[config.mk]
export PLATFORM = sky130hd
export DESIGN_NAME = regfile_multiport
export DESIGN_NICKNAME = d
export VERILOG_FILES = /design/src/rtl/regfile_pkg.sv /design/src/rtl/regfile_rd_port.sv /design/src/rtl/regfile_multiport.sv
export SDC_FILE = /design/constraint.sdc
export NUM_CORES = 2
export LEC_CHECK = 0
export ABC_AREA = 0
export BUFFER_PORTS_ARGS = -buffer_cell sky130_fd_sc_hd__buf_2
export CAP_MARGIN = 20
export CORE_MARGIN = 2
export CORE_UTILIZATION = 45
export DETAILED_ROUTE_END_ITERATION = 6
export SLEW_MARGIN = 5
export SYNTH_ARGS = -nofsm -noshare
export SYNTH_HDL_FRONTEND = slang
export SYNTH_SLANG_ARGS = --single-unit
export TNS_END_PERCENT = 5
[constraint.sdc]
create_clock -name clk -period 4.67 [get_ports clk]
set_clock_uncertainty 0.05 [all_clocks]
set_input_delay 1.1675 -clock clk [delete_from_list [all_inputs] [get_ports clk]]
set_output_delay 1.1675 -clock clk [all_outputs]
set_load 0.05 [all_outputs]
[src/rtl/regfile_pkg.sv]
// Shared types and helpers for the multi-port register file: sequencer state
// encoding, default parameters and the byte-lane merge used by writes and bypass.
package regfile_pkg;

  typedef enum logic {
    ST_CLEAR = 1'b0,
    ST_IDLE  = 1'b1
  } state_t;

  localparam int DEF_DATA_W   = 32;
  localparam int DEF_DEPTH    = 32;
  localparam int DEF_N_RD     = 2;
  localparam int DEF_ZERO_REG = 1;

  // One byte lane of a byte-enabled write: take the new byte when enabled.
  function automatic logic [7:0] merge_byte(input logic [7:0] old_b,
                                            input logic [7:0] new_b,
                                            input logic       en);
    return en ? new_b : old_b;
  endfunction

endpackage

[src/rtl/regfile_rd_port.sv]
// One registered read port: range / zero-register masking, same-cycle write
// bypass and the output register.
module regfile_rd_port
  import regfile_pkg::*;
#(
  parameter int DATA_W   = DEF_DATA_W,
  parameter int DEPTH    = DEF_DEPTH,
  parameter int ADDR_W   = $clog2(DEPTH),
  parameter int ZERO_REG = DEF_ZERO_REG
) (
  input  logic              clk,
  input  logic              rst_n,
  input  logic              busy,
  input  logic [ADDR_W-1:0] src_add,
  input  logic [DATA_W-1:0] entry_data,
  input  logic              wr_ok,
  input  logic [ADDR_W-1:0] wr_add,
  input  logic [DATA_W-1:0] wr_merged,
  output logic [DATA_W-1:0] rd_data
);

  logic              addr_ok;
  logic [DATA_W-1:0] rd_n;

  assign addr_ok = (32'(src_add) < DEPTH) && !((ZERO_REG != 0) && (src_add == '0));

  // A write landing on this address in the same cycle wins over the stale entry.
  always_comb begin
    rd_n = '0;
    if (!busy && addr_ok) begin
      rd_n = (wr_ok && (wr_add == src_add)) ? wr_merged : entry_data;
    end
  end

  always_ff @(posedge clk or negedge rst_n) begin
    if (!rst_n) rd_data <= '0;
    else        rd_data <= rd_n;
  end

endmodule

[src/rtl/regfile_multiport.sv]
// Parametrised register file: storage array, byte-enabled write path, N_RD
// registered read ports and the sequencer that sweeps the array to zero.
module regfile_multiport
  import regfile_pkg::*;
#(
  parameter int DATA_W   = DEF_DATA_W,
  parameter int DEPTH    = DEF_DEPTH,
  parameter int ADDR_W   = $clog2(DEPTH),
  parameter int N_RD     = DEF_N_RD,
  parameter int ZERO_REG = DEF_ZERO_REG
) (
  input  logic                   clk,
  input  logic                   rst_n,
  input  logic                   write,
  input  logic [ADDR_W-1:0]      wr_data_add,
  input  logic [DATA_W-1:0]      wr_data_in,
  input  logic [DATA_W/8-1:0]    wr_be,
  input  logic                   clear,
  input  logic [N_RD*ADDR_W-1:0] src_add,
  output logic [N_RD*DATA_W-1:0] rd_data,
  output logic                   busy,
  output state_t                 dbg_state
);

  localparam int BE_W = DATA_W / 8;
  localparam logic [ADDR_W-1:0] LAST_PTR = ADDR_W'(DEPTH - 1);

  state_t            state, state_n;
  logic [ADDR_W-1:0] ptr, ptr_n;
  logic [DATA_W-1:0] mem [DEPTH];
  logic              wr_ok;
  logic [DATA_W-1:0] wr_old, wr_merged;

  always_ff @(posedge clk or negedge rst_n) begin
    if (!rst_n) begin
      state <= ST_CLEAR;
      ptr   <= '0;
    end else begin
      state <= state_n;
      ptr   <= ptr_n;
    end
  end

  // Sweep visits every entry once; clear is only honoured from IDLE.
  always_comb begin
    state_n = state;
    ptr_n   = ptr;
    case (state)
      ST_CLEAR: begin
        if (ptr == LAST_PTR) begin
          state_n = ST_IDLE;
          ptr_n   = '0;
        end else begin
          ptr_n = ptr + ADDR_W'(1);
        end
      end
      ST_IDLE: begin
        if (clear) begin
          state_n = ST_CLEAR;
          ptr_n   = '0;
        end
      end
    endcase
  end

  assign busy      = (state == ST_CLEAR);
  assign dbg_state = state;

  assign wr_ok = (state == ST_IDLE) && write && (32'(wr_data_add) < DEPTH) &&
                 !((ZERO_REG != 0) && (wr_data_add == '0));

  assign wr_old = mem[wr_data_add];

  always_comb begin
    wr_merged = wr_old;
    for (int k = 0; k < BE_W; k++) begin
      wr_merged[8*k +: 8] = merge_byte(wr_old[8*k +: 8], wr_data_in[8*k +: 8], wr_be[k]);
    end
  end

  // Storage has no reset of its own; the sweep is what zeroes it.
  always_ff @(posedge clk) begin
    if (state == ST_CLEAR) mem[ptr] <= '0;
    else if (wr_ok)        mem[wr_data_add] <= wr_merged;
  end

  for (genvar p = 0; p < N_RD; p++) begin : g_rd
    logic [ADDR_W-1:0] src_p;
    logic [DATA_W-1:0] entry_p;

    assign src_p   = src_add[p*ADDR_W +: ADDR_W];
    assign entry_p = mem[src_p];

    regfile_rd_port #(
      .DATA_W  (DATA_W),
      .DEPTH   (DEPTH),
      .ADDR_W  (ADDR_W),
      .ZERO_REG(ZERO_REG)
    ) u_rd_port (
      .clk       (clk),
      .rst_n     (rst_n),
      .busy      (busy),
      .src_add   (src_p),
      .entry_data(entry_p),
      .wr_ok     (wr_ok),
      .wr_add    (wr_data_add),
      .wr_merged (wr_merged),
      .rd_data   (rd_data[p*DATA_W +: DATA_W])
    );
  end

endmodule

# After elaboration in Yosys (flattened, before gate mapping)
# Memory sizes are Yosys's and may differ from the RTL's.
# Cells that the tools add are included.
[word_totals] ram_bits=1024 word_cells=45 n_memories=1 ff_bits=70 inputBits=55
[op_classes] addsub=1 muxes=21 n_eq_ne=4 bitwise=1 reduce_logical=13
[memory_table] name="mem" depth=32 word_bits=32 read_ports=3 rd_clocked_by_memory_dff=0 wr=1 line="regfile_multiport.sv:30" rtl="logic [DATA_W-1:0] mem [DEPTH];"
[op_table] op="$mux 32" count=5
[op_table] op="$mux 8" count=4
[op_table] op="$reduce_or 32->1" count=1
[op_table] op="$logic_not 5->1" count=3
[op_table] op="$mux 5" count=3
[op_table] op="$eq 5x5->1" count=2
[op_table] op="$pmux 5 s2" count=1
[op_table] op="$mux 1" count=7
[op_table] op="$logic_and 1x1->1" count=6
[op_table] op="$add 5x1->5 const B" count=1
[op_table] op="$eq 5x5->1 const B" count=1
[op_table] op="$logic_not 1->1" count=3
[op_table] op="$ne 2x2->1 const B" count=1
[op_table] op="$pmux 1 s2" count=1
[op_table] op="$not 1->1" count=1

# Longest topological paths before layout
[depth] ltp_word=8 depth_mapped=11

# Cells and area by module
# A second synthesis with hierarchy kept.
[hier_totals] cells_unflattened=3187 area_unflattened_um2=59303.1
[by_module_without_submodules] module="regfile_multiport" instances=1 seq_area_each_um2=30899.6 cells_each=2877 area_per_inst_um2=56400.3
[by_module_without_submodules] module="regfile_rd_port" instances=2 seq_area_each_um2=800.8 cells_each=155 area_per_inst_um2=1451.4

# Worst setup path after synthesis
# Ideal clock, no wire load.
[synth_path] path_type="input port to flip-flop" from="input wr_data_add[0]" to="memory mem[0][0] (netlist name) (enable)" path_stages=6 setup_time_ns=0.421 required_ns=4.199 t_arrival_ns=4.018 path_slack_ns=0.181 n_path_buf=1 cell_sequence="buf_6 -> or4_4 -> o21ai_2 -> mux2i_1 -> nand2_1 -> nor2_1"
[synth_between] elab_chain_len=8 word_cells_on_any_way=9
[synth_rtl] element="start, declared" line="regfile_multiport.sv:15" rtl="input logic [ADDR_W-1:0] wr_data_add,"
[synth_rtl] element="$logic_not 5->1" line="regfile_multiport.sv:70" rtl="!((ZERO_REG != 0) && (wr_data_add == '0));"
[synth_rtl] element="$logic_not 1->1" line="regfile_multiport.sv:70"
[synth_rtl] element="$logic_and 1x1->1" line="regfile_multiport.sv:69" rtl="assign wr_ok = (state == ST_IDLE) && write && (32'(wr_data_add) < DEPTH) &&"
[synth_rtl] element="$mux 1" line="regfile_multiport.sv:84" rtl="else if (wr_ok) mem[wr_data_add] <= wr_merged;"
[synth_rtl] element="$mux 1" line="regfile_multiport.sv:83" rtl="if (state == ST_CLEAR) mem[ptr] <= '0;"
[synth_rtl] element="$mux 1 (not written as such)" line="regfile_multiport.sv:84"
[synth_rtl] element="$reduce_or 32->1 (no source line)"
[synth_rtl] element="$mux 5 (no source line) or $mux 1 (tied branches)"
[synth_rtl] element="end, declared" line="regfile_multiport.sv:30"
# Several ways; a longest one is shown, not always the timed one.

# Worst setup path in the final report
[layout_path] from="input wr_data_add[2]" to="memory mem[22][6] (netlist name) (enable)"
# The elaborated chain is that of the path after synthesis.

==> results.txt <==
The worst register-to-register path begins at dbg_state. The post-detailed-route DRC marker count came out at 16. The initial utilization of the core area, before any placement, comes to ~45%. The instance count of the mapped netlist came out at around 3400. The initial antenna violation count came out at 7. The total count of hold-check failures in the final report was 0. The post-CTS setup buffer count came out at 0. Yosys attributes the largest share of cell area to sky130_fd_sc_hd__edfxtp_1 53%, sky130_fd_sc_hd__mux4_2 25%, sky130_fd_sc_hd__mux2i_1 5.8%.

Yosys mapped a number of flops with a built-in enable equal to 1024. The fraction of registers with async set/reset is about 6.4%. In this run the critical register-to-register path is captured at mem[24][26]. The sequential standard cell area came out at 0.0325 mm². Data arrives at the worst endpoint at between 4000 and 5000 ps. The area taken by multi-input logic gates came out at 0.0245 mm².

The design draws between 20 and 30 mW. Routability-driven placement finished with a final weighted congestion of just under 1. The die covers about 0.13 mm².

Of the total power, the share spent switching nets is between 20% and 30%. The number of sinks on the clock net is about 1100. The tree is rooted in a sky130_fd_sc_hd__clkbuf_16. Summing the areas of all compound-gate instances in the mapped netlist gives under 10% of the synthesized area. The cell-internal power came out at 19.9 mW. The floorplan step defined a core boundary enclosing 0.129 mm². The max-slew violation total from the final report is 0.

The number of cells on the worst reg-to-reg path came out at 9. The maximum cell stage delay along the critical path came out at ~1000 ps. The detail-routed net length per standard cell is a little over 40 µm.

The required time of the critical path is between 5000 and 6000 ps. The checks that failed: DRC. The filler cells instantiated in the layout total between 10000 and 15000. The total negative setup slack came out at 0 ps. After synthesis, the largest family of logic cells by area is multiplexers. The number of buffers inserted by hold repair at cts is 0. By count the netlist is led by 1024 x sky130_fd_sc_hd__edfxtp_1, 649 x sky130_fd_sc_hd__mux4_2, 338 x sky130_fd_sc_hd__mux2i_1, 132 x sky130_fd_sc_hd__clkbuf_1, 124 x sky130_fd_sc_hd__o21ai_0. The share of the clock period used by the worst path after layout is about 80%. The global routing usage summed across all routing layers is 33.8%. The flop-to-flop setup slack came out at around 1500 ps. The number of instances resized during post-cts repair is 0. In this run the worst hold path is classified as in -> async. The standby leakage power is 22.7 nW.

The multiplexer fraction of the synthesized cell area is a little under a third. The worst hold slack after final layout came out at 276 ps. Summed over all instances, the cell type with the most area after synthesis is sky130_fd_sc_hd__edfxtp_1.

In this run the remaining antenna-violating nets after routing total 0. After synthesis, the netlist uses between 60 and 70 different library cells. The mapped netlist covers between 0.05 and 0.06 mm².

In the final layout, the share of cells above drive strength 1 is between 30% and 40%. The worst path buffer plus inverter count is 3. The master of the slowest instance on the critical path is sky130_fd_sc_hd__nor2_4. Grouping stages by cell kind, the critical path spends the most delay in simple AND/OR/NAND/NOR gates. The first global-routing pass estimated 313000 µm of wire. The pin count of the biggest net entering global routing came out at roughly 90.

The number of buffer cells added on primary ports is between 100 and 150. The run finished, with violations left. The worst-path maximum fanout came out at 35. The buffer levels on the longest clock path came out at 3. The later pin in the worst-skew pair is clocked with a latency of 770 ps.

The number of cells after detailed placement is 5247. The simple-gate share of the synthesized area is roughly 2.9%. The number of optimization iterations in the first detailed-route pass came out at 7.

Setup repair after global routing left no endpoint under its margin. The final global-route overflow total is 0. The signal on the critical path passes through buf_8 > buf_4 > a22o_1 > and2_1 > nand2b_1 > nor2_4 > buf_12. The number of H-tree levels came out at 3. By startpoint and endpoint, the worst setup path is classified as in -> reg. The ratio of routed vias to standard cells is 7.34. sky130_fd_sc_hd__edfxtp_1 is the most common cell in the netlist. The width of the chip came out at 364 µm. The net count reported at finish is around 3700.

The worst IR drop on VDD came out at approximately 0.38 mV. The number of warning messages in the yosys log is 0. The standard-cell row count is 132. The maximum clock frequency is between 0.2 and 0.3 GHz. The routed wire length is roughly 220000 µm. The total power per unit cell area came out at roughly 420 mW/mm². The critical path launch point type is an input pin. The combinational group share of total power came out at 21.1%. The count of state elements after synthesis is roughly 1100. The final HPWL from detailed placement is ~140000 µm. The worst setup path is captured at a register. The post-synthesis sequential area ratio came out at a little under three fifths. The number of nets handed over by synthesis was between 3000 and 4000.

The leading register cell type out of synthesis is sky130_fd_sc_hd__edfxtp_1. The adder-cell area share of the yosys netlist is 0.0429%. The minimum period implied by the final worst setup slack is roughly 3800 ps. The clock group share of total power came out at a little over a third.

The violation count after the first detailed-route iteration is roughly 6600. The sequential cell fraction of total power is approximately 44%. The top-area cell type share of the netlist area is between 50% and 60%. The filler-free cell count of the finished design is approximately 5500. The relative max-transition margin is roughly 18%.

The count of final setup violators came out at 0. After clock tree synthesis, the clock-pin slew on the worst setup and hold paths is 60 ps. The slew at the pin closest to its max-slew limit is between 1000 and 1500 ps. The number of buffers created by CTS came out at 117. TritonCTS built the clock tree. 121 I/O pins were placed. The area share of xor/xnor cells in the synthesized design came out at less than 1%. The number of global-route vias before repair is approximately 41000. In this run the mean area of a mapped cell was approximately 17 µm². In this run the vertical extent of the chip is around 360 µm. The via total after detailed routing is about 40000.

Across the run, the number of max-cap violations was 0. The analysis attributes to net switching a power of roughly 8.5 mW. The area added between synthesis and finish came out at 15.3%.
==> power by group through the flow <==
stage               logic, mW  clock network (mW)  registers (mW)
global route             6.15                10.4            12.6
finish                   6.01                9.89            12.5
floorplan                2.99                   0            12.8
CTS                      5.90                9.97            12.5
global placement         5.83                   0            12.6
detailed placement       5.88                   0            12.7
==> metrics by stage <==
step           setup WS, ps  cell area [µm²]  util, %
2_1_floorplan           181            58300        -
6_report                914            67300     52.1
3_3_place_gp            320            63100     48.9
4_1_cts                1010            67200     52.1
3_5_place_dp            230            63200     48.9
5_1_grt                 854            67300     52.1
==> how the worst max path moves through the flow <==
stage	startpoint	endpoint	cells after the start
finish	wr_data_add[2]	mem[22][6]	7
global route	wr_data_add[0]	mem[24][16]	9
CTS	wr_data_add[0]	mem[20][6]	10
detailed placement	wr_data_add[0]	mem[22][6]	10
global placement	wr_data_add[0]	mem[22][6]	10
floorplan	wr_data_add[0]	mem[0][0]	6
==> cell usage in the layout (no fill, tap or decap), types with 13 or more instances in the layout <==
master	Yosys	routed
sky130_fd_sc_hd__clkbuf_16	0	119
sky130_fd_sc_hd__bufinv_16	0	16
sky130_fd_sc_hd__buf_12	1	70
sky130_fd_sc_hd__clkbuf_1	132	22
sky130_fd_sc_hd__nor2_1	119	82
sky130_fd_sc_hd__nand3_1	60	59
sky130_fd_sc_hd__o21ai_0	124	124
sky130_fd_sc_hd__mux4_2	649	649
sky130_fd_sc_hd__buf_2	95	109
sky130_fd_sc_hd__clkinvlp_4	0	15
sky130_fd_sc_hd__a22oi_1	71	71
sky130_fd_sc_hd__clkinv_2	0	20
sky130_fd_sc_hd__a221oi_1	104	104
sky130_fd_sc_hd__a21oi_1	80	80
sky130_fd_sc_hd__a221o_1	18	18
sky130_fd_sc_hd__nor2b_1	28	24
sky130_fd_sc_hd__buf_4	41	244
sky130_fd_sc_hd__mux2i_1	338	338
sky130_fd_sc_hd__and3_1	14	14
sky130_fd_sc_hd__nor3_1	42	40
sky130_fd_sc_hd__edfxtp_1	1024	1024
sky130_fd_sc_hd__nand2_1	64	64
sky130_fd_sc_hd__o22ai_1	84	84
sky130_fd_sc_hd__dfrtp_1	70	70
sky130_fd_sc_hd__nor2_4	0	34
sky130_fd_sc_hd__clkbuf_8	0	13
sky130_fd_sc_hd__o211ai_1	29	29
==> registers in the layout, summed over array words and instances (netlist names) <==
signal	flops
g_rd.u_rd_port.rd_data	64
mem	1024
ptr	5
dbg_state	1
==> layout make-up <==
type                    instances  share of cell area, %
well taps                    1742                   3.24
repair buffers                433                   5.89
flip-flops and latches       1094                   48.3
clock buffers                 154                   4.81
diodes                          6                 0.0223
clock inverters                65                   1.26
inverters                      12                 0.0688
multi-input cells            1968                   36.4
==> worst register-to-register path, delay by kind of cell (launching register included) <==
family | cells | cell delay, ps
AO/OA/AOI/OAI | 2 | 270
buffers and inverters | 3 | 720
AND/OR/NAND/NOR | 4 | 1430
flip-flops | 1 | 410
==> metal layers <==
metal | GRT usage (%) | vias to the layer above | wire length, µm
met5 | 0 | - | 41
met4 | 20.6 | 6 | 16500
met3 | 8.89 | 815 | 26600
met2 | 52.7 | 3269 | 103000
met1 | 42.4 | 20900 | 76500
li1 | - | 15200 | -
==> cells by family (layout without fill, tap and decap cells) <==
| group | Yosys count | in the layout |
|---|---|---|
| AO/OA/AOI/OAI | 605 | 605 |
| XOR/XNOR | 12 | 12 |
| adder cells (fa/ha/maj) | 2 | 2 |
| buffers and inverters | 322 | 664 |
| flip-flops | 1094 | 1094 |
| multiplexers | 993 | 993 |
| other | 0 | 6 |
| AND/OR/NAND/NOR | 356 | 356 |
(Power assumes the default switching activity.)
